`src/rtl/iqdemap_qpsk.sv`:
```
// QPSK hard-decision demapper: sign-slices each I/Q symbol, then packs the
// decisions LSB-first into 128-bit words with an optional early flush.
module iqdemap_qpsk (
   input  logic         CLK,
   input  logic         RST,
   input  logic         ce,
   input  logic         valid_i,
   input  logic [10:0]  ar,
   input  logic [10:0]  ai,
   input  logic         flush,
   output logic         valid_o,
   output logic [127:0] writer_data,
   output logic [7:0]   nbits,
   output logic         valid_raw,
   output logic [1:0]   raw
);

   logic         flush_q;
   logic [127:0] acc;
   logic [127:0] acc_next;
   logic [6:0]   cnt;
   logic [6:0]   held;
   logic         emit;

   // Symbols held after the current stage-1 pair is merged; never exceeds 64.
   always_comb begin
      // NOTE: every combinational output gets a default first so no path infers a latch.
      acc_next = acc;
      held     = cnt;
      if (valid_raw) begin
         acc_next = acc | ({126'd0, raw} << {cnt, 1'b0});
         held     = cnt + 7'd1;
      end
      emit = (valid_raw && (cnt == 7'd63)) || (flush_q && ((cnt != 7'd0) || valid_raw));
   end

   always_ff @(posedge CLK) begin
      if (RST) begin
         valid_raw   <= 1'b0;
         raw         <= 2'b00;
         flush_q     <= 1'b0;
         valid_o     <= 1'b0;
         writer_data <= '0;
         nbits       <= '0;
         acc         <= '0;
         cnt         <= '0;
      end else if (ce) begin
         // NOTE: registered state uses non-blocking assignment so every flop sees pre-edge values.
         valid_raw <= valid_i;
         flush_q   <= flush;
         if (valid_i) raw <= {ai[10], ar[10]};

         valid_o <= emit;
         if (emit) begin
            writer_data <= acc_next;
            nbits       <= {held, 1'b0};
            acc         <= '0;
            cnt         <= '0;
         end else begin
            acc <= acc_next;
            cnt <= held;
         end
      end
   end

endmodule
```
`config.mk`:
```
export PLATFORM = sky130hd
export DESIGN_NAME = iqdemap_qpsk
export DESIGN_NICKNAME = d
export VERILOG_FILES = /design/src/rtl/iqdemap_qpsk.sv
export SDC_FILE = /design/constraint.sdc
export NUM_CORES = 1
export LEC_CHECK = 0
export CAP_MARGIN = 5
export CORE_MARGIN = 4
export CORE_UTILIZATION = 45
export CTS_CLUSTER_DIAMETER = 200
export CTS_CLUSTER_SIZE = 28
export DETAILED_ROUTE_END_ITERATION = 6
export PLACE_DENSITY = 0.69
export SLEW_MARGIN = 20
export SYNTH_ARGS = -nofsm -noshare
export SYNTH_HDL_FRONTEND = slang
export SYNTH_SLANG_ARGS = --single-unit
```
`constraint.sdc`:
```
create_clock -name CLK -period 2.6 [get_ports CLK]
set_clock_uncertainty 0.05 [all_clocks]
set_input_delay 0.65 -clock CLK [delete_from_list [all_inputs] [get_ports CLK]]
set_output_delay 0.65 -clock CLK [all_outputs]
set_load 0.03 [all_outputs]
```
==> impl_metrics.env <==
export IMPL_startpoint="raw[0]"
export IMPL_ios=167
export IMPL_worstMarginPinSlew_ps=901.2
export IMPL_cp_max_fo=6
export IMPL_htreeDepth=1
export IMPL_dpl_hpwl_um=18480
export IMPL_wl_per_cell_um=18.38
export IMPL_arrival_ps=1750
export IMPL_rows=55
export IMPL_nets=1311
export IMPL_cts_hold_fix_buffers=0
export IMPL_post_cts_buffers=0
export IMPL_worstSetupEndpoint="raw[0]"
export IMPL_place_area_um2=12220
export IMPL_area_growth_pct=22.25
export IMPL_grt_pass1_wl_um=46350
export IMPL_cp_end_kind="output pin"
export IMPL_crit_chain="clkdlybuf4s50_1"
export IMPL_synth_edf_count=0
export IMPL_die_w_um=159.0
export IMPL_drive_gt1_share_pct=7.416
export IMPL_antenna_cells=0
export IMPL_power_density_nw_per_um2=552.6
export IMPL_drtAntennaViolNets=0
export IMPL_syn_nets=1202
export IMPL_synth_seq_cells=275
export IMPL_setup_slack_ps=154.3
export IMPL_syn_inst=1173
export IMPL_dr_pass1_iters=7
export IMPL_root_buffer="clkbuf_16"
export IMPL_grt_ovfl_total=0
export IMPL_regToRegEndpoint="writer_data[62]"
export IMPL_slew_viol_final=0
export IMPL_path_buf_inv=1
export IMPL_fin_total_pwr_uw=6936
export IMPL_final_area_um2=12550
export IMPL_violations="design-rule violations"
export IMPL_seq_area_frac_synth_pct=53.63
export IMPL_clk_latency_ps=480
export IMPL_drc=6
export IMPL_rsz0062_at_grt="false"
export IMPL_cts_sinks=275
export IMPL_first_global_vias=8502
export IMPL_relSlewSlack_pct=39.46
export IMPL_setup_viol_count_final=0
export IMPL_vdd_ir_drop_max_mv=0.3779
export IMPL_fmax_ghz=0.4089
export IMPL_drt_initial_drc_count=687
export IMPL_finalCritPeriodShare_pct=94.07
export IMPL_gp_congestion=0.7965
export IMPL_cts_tree="built"
export IMPL_ctsResizeCount=0
export IMPL_cts_buffers=13
export IMPL_crit_path_start_kind="register"
export IMPL_start_util_pct=45.48
export IMPL_outcome="finished, violations left"
export IMPL_synth_area_um2=10270
export IMPL_cp_top_family="buffers and inverters"
export IMPL_syn_area_per_cell_um2=8.752
export IMPL_rr_startpoint="cnt[2]"
export IMPL_yosysUniqueCellTypes=45
export IMPL_fp_dieArea_um2=25290
export IMPL_clk_pin_slew_ps=100
export IMPL_clk_path_buf_depth=3
export IMPL_finalCriticalPeriod_ps=2446
export IMPL_hold_start="acc[20]"
export IMPL_finalSetupTns_ps=0
export IMPL_dpl_worst_slack_ps=52.68
export IMPL_yosysWarnings=0
export IMPL_power_leakage_uw=0.004073
export IMPL_grt_usage_pct=21.82
export IMPL_die_h_um=159.0
export IMPL_vias=9010
export IMPL_antenna_found_initial=0
export IMPL_reg2reg_slack_ps=190
export IMPL_max_stage_delay_ps=750
export IMPL_portBuffers=145
export IMPL_drt_total_wl_um=28780
export IMPL_hold_violations=0
export IMPL_synth_ff_type="dfxtp_1"
export IMPL_cp_num_cells=1
export IMPL_maxCapViolCount=0
export IMPL_core_area_um2=22570
export IMPL_async_flop_share_pct=0
export IMPL_hp_class="register to register"
export IMPL_final_cell_mix="dfxtp_1 (275), a21oi_1 (254), nor2_1 (163)"
export IMPL_final_common_cell="dfxtp_1"
export IMPL_grt_max_degree=73
export IMPL_critPathRequiredTime_ps=1900
export IMPL_path_class="register to output pin"
export IMPL_reg2reg_depth=5
export IMPL_crit_slowest_cell="clkdlybuf4s50_1"
export IMPL_vias_per_cell=5.754
[report_power, final]
| part | total (uW) | leakage (uW) | switching [uW] | internal, uW |
|---|---|---|---|---|
| sequential | 4290 | 0.00222 | 35.3 | 4260 |
| combinational | 457 | 0.00169 | 290 | 168 |
| clock | 2190 | 0.000160 | 1270 | 912 |
| total | 6940 | 0.00407 | 1600 | 5340 |
[metal layers]
metal | vias up | global-route usage, % | share of wire, %
met5 | - | 0 | 0
met4 | 0 | 4.142 | 1.4
met3 | 30 | 3.443 | 6.3
met2 | 289 | 35.33 | 46
met1 | 4256 | 31.28 | 47
li1 | 4435 | - | -
[kinds of logic (layout without fill, tap and decap cells)]
kind of cell    Yosys count  after routing  synth area share (%)
flops                   275            275                 53.63
xor+xnor                  6              6                0.5120
simple gates            358            358                 16.23
fa+ha+maj                 2              2                0.2437
other cells               1              1               0.03653
mux                       1              1               0.09751
buf+inv                 120            228                 5.167
compound gates          410            410                 24.08
[cell type report]
class                   count  area [um^2]
flip-flops and latches    275         5505
clock buffers              13        325.3
inverters                   5        18.77
repair buffers            209         2054
clock inverters             1        7.507
well taps                 285        356.6
multi-input cells         778         4283
fillers                  2066        10020
[cell usage after synthesis (5+ instances only)]
cell type / count / area, um^2
nand3_1: 5 / 25.02
buf_2: 25 / 125.1
clkbuf_1: 76 / 285.3
buf_4: 13 / 97.59
nor2_1: 164 / 615.6
nor3_1: 143 / 715.7
dfxtp_1: 275 / 5505
a21oi_1: 254 / 1271
a211oi_1: 141 / 1059
nand2_1: 13 / 48.80
nand3b_1: 5 / 37.54
[how the worst min path moves through the flow]
stage          slack [ps]      end  depth (start not counted)
3_5_place_dp          400  acc[66]                          2
2_1_floorplan         390   acc[0]                          2
4_1_cts               430  acc[66]                          2
3_3_place_gp          400  acc[41]                          2
5_1_grt               450  acc[10]                          2
6_report              430  acc[20]                          2
[flip-flops by register name, summed over array words and instances, names as in the netlist]
name         cells
valid_raw        1
raw              2
acc            128
flush_q          1
nbits            7
valid_o          1
cnt              7
writer_data    128
[through the flow]
| step | cells | hold WS (ps) | utilization (%) |
|---|---|---|---|
| after floorplan | 1173 | 387.5 | - |
| after global placement | 1552 | 397.6 | 54.13 |
| after detailed placement | 1552 | 403.9 | 54.13 |
| after CTS | 1566 | 429.7 | 55.60 |
| after global routing | 1566 | 450.5 | 55.60 |
| final | 1566 | 427.0 | 55.60 |
(Power assumes the default switching activity.)
